File: src/rtl/pci_pkg.sv
// Shared definitions for the PCI memory target: FSM states and command codes.
package pci_pkg;

  typedef enum logic [2:0] {
    ST_IDLE = 3'd0,
    ST_WAIT = 3'd1,
    ST_DATA = 3'd2,
    ST_TURN = 3'd3,
    ST_BUSY = 3'd4
  } state_e;

  localparam logic CMD_READ  = 1'b1;
  localparam logic CMD_WRITE = 1'b0;

endpackage

File: src/rtl/pci_addr_counter.sv
// Word index counter for burst transfers: loadable, increments with wrap at DEPTH.
module pci_addr_counter #(
  parameter int unsigned DEPTH = 16,
  parameter int unsigned IDX_W = 4
) (
  input  logic             clk,
  input  logic             rst_n,
  input  logic             load,
  input  logic [IDX_W-1:0] load_val,
  input  logic             inc,
  output logic [IDX_W-1:0] idx,
  output logic [IDX_W-1:0] idx_nxt
);

  logic [IDX_W-1:0] idx_q, idx_d;

  // DEPTH is a power of two, so natural IDX_W-bit overflow gives the wrap.
  always_comb begin
    idx_nxt = idx_q + 1'b1;
    idx_d   = idx_q;
    if (load)     idx_d = load_val;
    else if (inc) idx_d = idx_nxt;
  end

  // Index register with synchronous active-low reset.
  always_ff @(posedge clk) begin
    if (!rst_n) idx_q <= '0;
    else        idx_q <= idx_d;
  end

  assign idx = idx_q;

endmodule

File: src/rtl/pci_target_mem.sv
// Simple PCI-style memory target: decodes a DEPTH-word window at BASE_ADDR,
// supports read/write bursts with optional initial wait states.
module pci_target_mem
  import pci_pkg::*;
#(
  parameter int unsigned        DATA_W      = 32,
  parameter int unsigned        DEPTH       = 16,
  parameter logic [DATA_W-1:0]  BASE_ADDR   = '0,
  parameter int unsigned        WAIT_STATES = 0
) (
  input  logic              clk,
  input  logic              rst_n,
  input  logic              frame_n,
  input  logic              irdy_n,
  input  logic              cmd,
  input  logic [DATA_W-1:0] ad_in,
  output logic [DATA_W-1:0] ad_out,
  output logic              ad_oe,
  output logic              devsel_n,
  output logic              trdy_n,
  output logic [7:0]        xfer_cnt
);

  localparam int unsigned IDX_W   = $clog2(DEPTH);
  localparam logic [2:0]  WS_INIT = (WAIT_STATES > 0) ? 3'(WAIT_STATES - 1) : 3'd0;

  state_e            state_q, state_d;
  logic              cmd_q, cmd_d;
  logic [2:0]        wcnt_q, wcnt_d;
  logic              devsel_n_q, devsel_n_d;
  logic              trdy_n_q, trdy_n_d;
  logic              ad_oe_q, ad_oe_d;
  logic [DATA_W-1:0] ad_out_q, ad_out_d;
  logic [7:0]        xfer_cnt_q, xfer_cnt_d;

  logic [DATA_W-1:0] mem_q [DEPTH];
  logic [DATA_W-1:0] offset;
  logic              hit;
  logic              xfer;
  logic              mem_we;
  logic              idx_load, idx_inc;
  logic [IDX_W-1:0]  idx, idx_nxt;

  pci_addr_counter #(
    .DEPTH (DEPTH),
    .IDX_W (IDX_W)
  ) u_idx (
    .clk      (clk),
    .rst_n    (rst_n),
    .load     (idx_load),
    .load_val (offset[IDX_W-1:0]),
    .inc      (idx_inc),
    .idx      (idx),
    .idx_nxt  (idx_nxt)
  );

  // Address decode: subtract first, then any bit above the index field means out of window.
  always_comb begin
    offset = ad_in - BASE_ADDR;
    hit    = (ad_in >= BASE_ADDR) && ((offset >> IDX_W) == '0);
    xfer   = (state_q == ST_DATA) && !irdy_n && !trdy_n_q;
    mem_we = rst_n && xfer && (cmd_q == CMD_WRITE);
  end

  // Next-state and registered-output logic; outputs are precomputed one cycle ahead.
  always_comb begin
    state_d    = state_q;
    cmd_d      = cmd_q;
    wcnt_d     = wcnt_q;
    devsel_n_d = devsel_n_q;
    trdy_n_d   = trdy_n_q;
    ad_oe_d    = ad_oe_q;
    ad_out_d   = ad_out_q;
    xfer_cnt_d = xfer_cnt_q;
    idx_load   = 1'b0;
    idx_inc    = 1'b0;
    case (state_q)
      ST_IDLE: begin
        devsel_n_d = 1'b1;
        trdy_n_d   = 1'b1;
        ad_oe_d    = 1'b0;
        if (!frame_n) begin
          if (hit) begin
            cmd_d      = cmd;
            idx_load   = 1'b1;
            xfer_cnt_d = '0;
            devsel_n_d = 1'b0;
            ad_oe_d    = (cmd == CMD_READ);
            // Counter loads on this same edge, so read data comes straight from the offset.
            ad_out_d   = mem_q[offset[IDX_W-1:0]];
            if (WAIT_STATES > 0) begin
              state_d  = ST_WAIT;
              wcnt_d   = WS_INIT;
            end else begin
              state_d  = ST_DATA;
              trdy_n_d = 1'b0;
            end
          end else begin
            state_d = ST_BUSY;
          end
        end
      end
      ST_WAIT: begin
        if (wcnt_q == 3'd0) begin
          state_d  = ST_DATA;
          trdy_n_d = 1'b0;
        end else begin
          wcnt_d = wcnt_q - 3'd1;
        end
      end
      ST_DATA: begin
        if (xfer) begin
          idx_inc    = 1'b1;
          xfer_cnt_d = (xfer_cnt_q == 8'hFF) ? xfer_cnt_q : xfer_cnt_q + 8'd1;
          ad_out_d   = mem_q[idx_nxt];
          if (frame_n) begin
            state_d    = ST_TURN;
            devsel_n_d = 1'b1;
            trdy_n_d   = 1'b1;
            ad_oe_d    = 1'b0;
          end
        end
      end
      ST_TURN: begin
        state_d = ST_IDLE;
      end
      ST_BUSY: begin
        if (frame_n && irdy_n) state_d = ST_IDLE;
      end
      default: begin
        state_d    = ST_IDLE;
        devsel_n_d = 1'b1;
        trdy_n_d   = 1'b1;
        ad_oe_d    = 1'b0;
      end
    endcase
  end

  // State and output registers with synchronous active-low reset.
  always_ff @(posedge clk) begin
    if (!rst_n) begin
      state_q    <= ST_IDLE;
      cmd_q      <= CMD_WRITE;
      wcnt_q     <= '0;
      devsel_n_q <= 1'b1;
      trdy_n_q   <= 1'b1;
      ad_oe_q    <= 1'b0;
      ad_out_q   <= '0;
      xfer_cnt_q <= '0;
    end else begin
      state_q    <= state_d;
      cmd_q      <= cmd_d;
      wcnt_q     <= wcnt_d;
      devsel_n_q <= devsel_n_d;
      trdy_n_q   <= trdy_n_d;
      ad_oe_q    <= ad_oe_d;
      ad_out_q   <= ad_out_d;
      xfer_cnt_q <= xfer_cnt_d;
    end
  end

  // Memory array: synchronous write only, never cleared by reset.
  always_ff @(posedge clk) begin
    if (mem_we) mem_q[idx] <= ad_in;
  end

  assign ad_out   = ad_out_q;
  assign ad_oe    = ad_oe_q;
  assign devsel_n = devsel_n_q;
  assign trdy_n   = trdy_n_q;
  assign xfer_cnt = xfer_cnt_q;

endmodule

File: config.mk
export PLATFORM = sky130hd
export DESIGN_NAME = pci_target_mem
export DESIGN_NICKNAME = d
export VERILOG_FILES = /design/src/rtl/pci_pkg.sv /design/src/rtl/pci_addr_counter.sv /design/src/rtl/pci_target_mem.sv
export SDC_FILE = /design/constraint.sdc
export NUM_CORES = 1
export LEC_CHECK = 0
export ABC_AREA = 1
export CAP_MARGIN = 0
export CORE_UTILIZATION = 40
export DETAILED_ROUTE_END_ITERATION = 12
export MAX_ROUTING_LAYER = met4
export SLEW_MARGIN = 40
export SYNTH_ARGS = -nofsm -noshare
export SYNTH_HDL_FRONTEND = slang
export SYNTH_HIERARCHICAL = 1
export SYNTH_SLANG_ARGS = --single-unit
File: constraint.sdc
create_clock -name clk -period 3 [get_ports clk]
set_input_delay 0.6 -clock clk [delete_from_list [all_inputs] [get_ports clk]]
set_output_delay 0.6 -clock clk [all_outputs]
set_load 0.01 [all_outputs]
# Yosys cells after proc, flatten, opt, wreduce, memory -nomap -nowiden
# Memories as Yosys holds them, arrays and structs flattened.
# Index checks and enable logic that the tools add are counted.
# word_totals
ff_bits	54
ram_bits	512
input_bits	37
output_inout_bits	43
elab_cells	90
mem_count	1
# classes
addsub	3
magnitude_cmp	1
n_eq_ne	12
mux	37
n_bitwise	5
reduce_logical	22
# memory_table
name	depth	width	read_ports	rd_ports_with_merged_regs	wr	line_no	rtl
mem_q	16	32	2	0	1	pci_target_mem.sv:36	logic [DATA_W-1:0] mem_q [DEPTH];
# ops
operator	count
2-to-1 mux 32 bit	3
case mux 32 bit (2 select lines)	1
>= comparator 32 x 1 -> 1 bit, second input constant	1
zero test 32 bit	1
2-to-1 mux 8 bit	4
2-to-1 mux 3 bit	6
2-to-1 mux 1 bit	16
case mux 8 bit (2 select lines)	1
!= test 2 bit, second input constant	7
case mux 3 bit (4 select lines)	1
AND reduction 5 bit	2
adder 8 x 1 -> 8 bit, second input constant	1
== test 8 bit, second input constant	1
2-to-1 mux 4 bit	2
AND reduction 4 bit	2
== test 3 x 2 -> 1 bit, second input constant	2
logical AND 1 bit	6
zero test 3 bit	2
case mux 1 bit (3 select lines)	2
AND reduction 3 bit	2
inverter 1 bit	5
adder 4 x 1 -> 4 bit, second input constant	1
case mux 1 bit (4 select lines)	1
nonzero test 2 bit	2
7 further kinds	8

# Depth between registers and ports, before layout
# Gate-level depths: netlist (run 1).
# logic_depth
ltp_word	7
mapped_depth	13
depth_no_buf	12

# Modules after synthesis
# The synthesis (run 1) kept the hierarchy.
# by_module_without_submodules
mod	instances	cells_each	area_each_um2	seq_area_each_um2
pci_target_mem	1	3444	29056.6	16375.7
pci_addr_counter	1	36	234.0	80.1

# Least setup slack after synthesis (run 1)
# No wires, ideal clock.
# synth_timing
kind	input-to-reg
from	input rst_n
to	memory mem_q[10][0] (enable)
setup_time_ns	0.421
arrival_ns	2.550
t_required_ns	2.579
setup_slack_ns	0.029
cell_stages	5
n_path_buf	1
cell_sequence	clkbuf_1 nand2_1 nor2_2 nand3_1 nor2_1
# synth_via
elab_chain_len	4
# synth_lines
element	line_no	rtl
start, declared	pci_target_mem.sv:12	input logic rst_n,
logical AND 1 bit (2 in series)	pci_target_mem.sv:62	mem_we = rst_n && xfer && (cmd_q == CMD_WRITE);
2-to-1 mux 1 bit	pci_target_mem.sv:164	if (mem_we) mem_q[idx] <= ad_in;
2-to-1 mux 1 bit (not written as such)	pci_target_mem.sv:164	
end, declared	pci_target_mem.sv:36	
# No other way between the ends.

# Final worst setup path (run 1)
# layout_timing
from	register u_idx.idx_q[0] (netlist: u_idx/idx[0])
to	register ad_out_q[29] (netlist: ad_out[29])
# layout_via
elab_chain_len	4
# layout_lines
element	line_no	rtl
start, declared	pci_addr_counter.sv:15	logic [IDX_W-1:0] idx_q, idx_d;
start signal, assigned	pci_addr_counter.sv:28	else idx_q <= idx_d;
adder 4 x 1 -> 4 bit	pci_addr_counter.sv:19	idx_nxt = idx_q + 1'b1;
named net idx_nxt[0]	pci_target_mem.sv:42	logic [IDX_W-1:0] idx, idx_nxt;
memory read (16 x 32 bit)	-	
2-to-1 mux 32 bit	pci_target_mem.sv:112	if (xfer) begin
case mux 32 bit (2 select lines)	pci_target_mem.sv:77	case (state_q)
end signal, assigned	pci_target_mem.sv:157	ad_out_q <= ad_out_d;
end, declared	pci_target_mem.sv:33	logic [DATA_W-1:0] ad_out_q, ad_out_d;
# The timed path passes the listed nets, and every way through them passes these cells. The select of a mux whose other input is x is not followed.
# A chain may end at the register's enable or synchronous reset.

==> results of run 1 <==
sequential cells by signal, summed over array words and instances (netlist names):
name       flops
xfer_cnt       8
ad_oe          1
cmd_q          1
devsel_n       1
ad_out        32
mem_q        512
u_idx/idx      4
trdy_n         1
state_q        3
wcnt_q         3
power groups by stage:
stage          sequential [mW]  clock, mW  combinational (mW)
6_report                  8.71       7.95                1.37
5_1_grt                   8.71       8.34                1.50
4_1_cts                   8.71       8.05                1.37
3_5_place_dp              8.87          0                1.37
3_3_place_gp              8.87          0                1.36
2_1_floorplan             8.88          0               0.720
area by class of cell:
| cell class | instances | area (um^2) | share of cell area |
|---|---|---|---|
| antenna | 1 | 2.502 | 0.00007363 |
| sequential | 566 | 16460 | 0.4842 |
| multi-input combinational | 2488 | 11050 | 0.3252 |
| clock buffer | 81 | 1802 | 0.05302 |
| inverter | 197 | 769.5 | 0.02264 |
| timing repair buffer | 214 | 2399 | 0.07058 |
| tap | 950 | 1189 | 0.03498 |
| clock inverter | 39 | 316.6 | 0.009314 |
worst max-delay path, stage by stage, from the launching register on:
cell and delay (ps):
dfxtp_1 530, buf_4 220, inv_8 90, inv_6 360
buf_4 330, nand2_1 70, nand2_1 70, nand2_1 50
nand3_1 80, nand3_1 80, nand3_1 100, nand2_1 180
a21oi_1 170
synth_stat cells, types with 2 or more instances:
cell,n
a21boi_0,2
a21oi_1,25
a21oi_2,25
buf_1,21
buf_2,110
buf_4,10
buf_6,20
clkbuf_1,67
dfxtp_1,54
edfxtp_1,512
ha_1,4
inv_1,187
inv_2,10
nand2_1,1328
nand3_1,742
nand3_2,2
nand4_1,7
nor2_1,193
nor2_2,2
o211ai_1,6
o21ai_0,42
o21ai_2,2
or2_2,93
xor2_1,2
final timing paths:
check / start / slack, ps / to
max: u_idx/idx[0] / 580 / ad_out[29]
min: wcnt_q[2] / 460 / wcnt_q[2]
max reg2reg: u_idx/idx[0] / 580 / ad_out[29]
min reg2reg: wcnt_q[2] / 460 / wcnt_q[2]
routing by layer:
metal / share of wire / wire (um)
met5: 0 / 0
met4: 0.037 / 3516
met3: 0.084 / 8058
met2: 0.45 / 43010
met1: 0.43 / 41460
cell families after synthesis:
| family | after synthesis | share of synthesized area |
|---|---|---|
| and+or+nand+nor | 2377 | 0.3475 |
| DFF | 566 | 0.5618 |
| buffers and inverters | 426 | 0.06608 |
| AOI/OAI and AO/OA | 105 | 0.02226 |
| adders and majority gates | 4 | 0.001709 |
| xor gates and xnor gates | 2 | 0.0005981 |
==> flow_summary.yaml, run 1 <==
detailed_routing:
  drtAntennaViolNets: 0
  viasPerCell: 5.450
  route.detailed.drc: 0
  first_pass_iters: 6
  drt_wl_total_mm: 96.04
  drt-initial-drc-count: 2960
  via_count: 24720
  routedWlPerCell_um: 21.17
power_and_ir_drop:
  powerDensity_nw_per_um2: 530.5
  power.clock.fraction: 0.441
  intPower_mw: 13.75
  irDropWorstVdd_v: 0.0003765
  comb_power_share: 0.076
  p_leak_nw: 13.80
  seq_power_share: 0.483
  p_sw_frac: 0.2373
  p_total_mw: 18.03
  power_switching_mw: 4.278
final_layout:
  nets: 3575
  final_util: 0.4722
  layout.cells.non_filler: 4536
  fillers: 6815
  drive_above_1_share: 0.1119
  layout_commonest_cell: "nand2_1"
  layout_common_cells: "nand2_1 (1328), nand3_1 (742), edfxtp_1 (512), inv_1 (183), nor2_1 (177)"
  design_area_um2: 33990
  syn_to_final_growth_pct: 16.03
setup_path:
  crit_type: "reg -> reg"
  worstSetupStartpointType: "flip-flop"
  worstRegToRegCells: 12
  crit_arrival_ps: 2960
  worstPathRequired_ps: 3540
  cp_max_fo: 37
  cp-end-kind: "flip-flop"
run:
  cap_violations: 0
floorplanning:
  die_area_um2: 74310
  die_w_um: 272.6
  start_util: 0.4069
  coreArea_um2: 71980
  die_y_um: 272.6
  rows: 98
  io_pins: 80
timing:
  fin_setup_tns_ps: 0
  worst_slew_pin_slew_ps: 819.9
  holdWs_ps: 459.6
  fin_ws_ps: 584.1
  hold_violations: 0
  relSlewSlack: 0.4534
  max_freq_ghz: 0.4139
  slew_viol_final: 0
  fin_crit_ps: 2416
  clock_skew_ps: 33.48
  rsz0062_at_grt: "false"
  post-route-period-util: 0.8053
  setup_viol_count_final: 0
synth:
  syn_area_per_cell_um2: 8.417
  synth_cell_types: 38
  synth_largest_area_cell: "edfxtp_1"
  ys_top_cells_by_area: "edfxtp_1 (52%), nand2_1 (17%), nand3_1 (13%)"
  syn_area_um2: 29290
  yosys_most_used_dff: "edfxtp_1"
  ys_async_sr_fraction: 0
  ys_warn_count: 6
  netlist_instances: 3480
  synth_edf_count: 512
  ys_seq_area_frac: 0.5618
  ys_ff_latch: 566
  synth.net_count: 3521
  synth_top_area_share: 0.5249
clock_network:
  clk_path_buf_depth: 3
  cts-resized-gates: 0
  cts_sinks: 566
  root_buffer: "clkbuf_16"
  holdBufCountCts: 0
  clkLatencyLatePin_ps: 620
  htreeDepth: 3
  path_clk_slew_ps: 60
  cts_made_buffers: 67
  cts_setup_buffers: 0
  tritoncts: "yes"
global_routing:
  met1_usage: 0.3673
  first_global_vias: 23290
  grt_start_max_net_pins: 127
  met3_usage: 0.03313
  antenna_found_initial: 1
  overflow: 0
  grt_pass1_wl_mm: 144.8
  grt_usage: 0.2655
  met2_usage: 0.3971
  grt-busiest-layer: "met2"
placed_design:
  routabilityCongestion: 0.8408
  dp_cells: 4415
  placed_area_um2: 31860
  io_buffers: 79
  dp_hpwl_mm: 55.03
  place_ws_ps: 113.7
min_path:
  hp-class: "reg -> reg"
  holdPathStages: 2
outcome:
  status: "complete, no violations"
Note: power is estimated with default switching activity, not from simulation.
==> run 2, diff against run 1 <==
==> constraint.sdc (replaced) <==
create_clock -name clk -period 2.52 [get_ports clk]
set_input_delay 0.504 -clock clk [delete_from_list [all_inputs] [get_ports clk]]
set_output_delay 0.504 -clock clk [all_outputs]
set_load 0.01 [all_outputs]
==> run 2 against run 1 <==
Against the previous run: register-to-register slack got worse by 400 ps; clock skew up 1.6 ps; final area increased by 1.1%; via count is essentially flat; hold slack better by 5.7 ps; setup slack got worse by 400 ps; clock-buffer cell count decreased by 8; sequential share of layout area is 0.51 points lower; utilization rose by 0.50 points; maximum frequency grew 3.6%.
==> flow_summary.yaml, run 2 (synthesis results as in run 1) <==
timing:
  max_freq_ghz: 0.4290
  hold_violations: 0
  rsz0062_at_grt: "false"
  slew_viol_final: 0
  holdWs_ps: 465.3
  post-route-period-util: 0.9251
  setup_viol_count_final: 0
  worst_slew_pin_slew_ps: 846.2
  fin_setup_tns_ps: 0
  relSlewSlack: 0.4359
  fin_crit_ps: 2331
  clock_skew_ps: 35.11
detailed_routing:
  viasPerCell: 5.421
  via_count: 24720
  drtAntennaViolNets: 0
  routedWlPerCell_um: 20.98
  route.detailed.drc: 0
  drt_wl_total_mm: 95.67
  drt-initial-drc-count: 2747
  first_pass_iters: 6
clock_network:
  root_buffer: "clkbuf_16"
  cts-resized-gates: 0
  cts_sinks: 566
  clkLatencyLatePin_ps: 650
  holdBufCountCts: 0
  clk_path_buf_depth: 3
  htreeDepth: 2
  cts_made_buffers: 61
  tritoncts: "yes"
  cts_setup_buffers: 0
  path_clk_slew_ps: 60
placed_design:
  placed_area_um2: 32340
  routabilityCongestion: 0.8608
  dp_hpwl_mm: 57.21
  io_buffers: 79
setup_path:
  max_stage_delay_ps: 690
  worst-path-stages: 10
  startpoint: "u_idx/idx[0]"
  worstRegToRegCells: 10
  cp-end-kind: "flip-flop"
  crit_arrival_ps: 2860
  crit_chain: "ha_4 > inv_6 > buf_4 > nand3_1 > nand3_1 > nand2_1 > nand2_1 > nand3_1 > nand3_1 > nor2_1"
  reg2reg_from: "u_idx/idx[0]"
  cp_slowest_cell: "dfxtp_1"
  worst_r2r_endpoint: "ad_out[25]"
  crit_type: "reg -> reg"
  worstPathRequired_ps: 3050
  rrSetupSlack_ps: 190
  worstSetupStartpointType: "flip-flop"
  cp_max_fo: 20
  crit_buf_inv: 2
  cp-endpoint: "ad_out[25]"
  cpMostUsedCell: "nand3_1"
  critical-path-top-delay-family: "simple AND/OR/NAND/NOR gates"
global_routing:
  first_global_vias: 23500
  grt_start_max_net_pins: 88
  overflow: 0
  antenna_found_initial: 2
  grt_usage: 0.2649
  grt_pass1_wl_mm: 145.0
final_layout:
  fillers: 6738
  largest_reg_flops: 512
  layout_common_cells: "nand2_1 (1328), nand3_1 (742), edfxtp_1 (512), inv_1 (183), nor2_1 (177)"
  multiInputGateArea_um2: 11050
  layout_commonest_cell: "nand2_1"
  syn_to_final_growth_pct: 17.27
  nets: 3598
  design_area_um2: 34350
  final_util: 0.4772
  seqCellArea_um2: 16460
  drive_above_1_share: 0.1200
  top_register: "mem_q"
power_and_ir_drop:
  powerDensity_nw_per_um2: 610.3
  p_total_mw: 20.96
  p_leak_nw: 13.96
  irDropWorstVdd_v: 0.0004433
floorplanning:
  die_y_um: 272.6
  rows: 98
  coreArea_um2: 71980
  start_util: 0.4069
  io_pins: 80
  die_w_um: 272.6
  die_area_um2: 74310
min_path:
  hp-class: "reg -> reg"
run:
  cap_violations: 0
outcome:
  status: "complete, no violations"
[run 2: cell count changes in the layout (fill, tap and decap cells not counted), moves of 2 or more]
cell / previous run / this run
clkbuf_16: 69 / 62
clkbuf_1: 9 / 7
clkinv_1: 13 / 6
clkinv_16: 0 / 2
clkinv_2: 16 / 24
buf_12: 48 / 69
buf_4: 88 / 96
inv_6: 6 / 3
[run 2: worst reg2reg max path, delay by kind of cell, from the launching register on]
kind                     cells  cell delay, ps
AND/OR/NAND/NOR              7             730
adder cells (fa/ha/maj)      1             320
flip-flops                   1             690
buffers and inverters        2             480
[run 2: worst min-delay path by stage]
stage,start,to,slack (ps),cells after the start
after floorplan,wcnt_q[1],wcnt_q[1],430,2
after global placement,wcnt_q[1],wcnt_q[1],450,2
after detailed placement,devsel_n,devsel_n,460,2
after CTS,ad_in[2],mem_q[14][2],410,2
after global routing,ad_in[2],mem_q[14][2],420,2
final,wcnt_q[1],wcnt_q[1],470,2
[run 2: report_power, final]
group          leakage, nW  total [mW]  internal, mW  switching [mW]
Clock                0.985        8.92          5.04            3.88
Sequential            5.04        10.4          10.3          0.0756
Combinational         7.93        1.67         0.586            1.09
[run 2: per-stage QoR]
stage / setup WS, ps / instances
after detailed placement: -200.4 / 4444
after CTS: 201.3 / 4558
after global routing: 19.71 / 4560
after global placement: -221.2 / 4444
after floorplan: -449.3 / 3480
final: 188.9 / 4560
[run 2: final cells by class]
cell class | instances | share of cell area
repair buffers | 243 | 0.08382
inverters | 197 | 0.02240
multi-input cells | 2488 | 0.3218
clock buffers | 73 | 0.04754
flip-flops and latches | 566 | 0.4791
clock inverters | 41 | 0.01064
well taps | 950 | 0.03461
diodes | 2 | 0.0001457
[run 2: metal layers]
layer | vias up | track usage | wire length, um
met1 | 11640 | 0.3606 | 40440
met4 | 0 | 0.09624 | 3345
met3 | 199 | 0.04481 | 9046
met2 | 1200 | 0.3969 | 42830
met5 | - | - | 0
li1 | 11680 | - | -
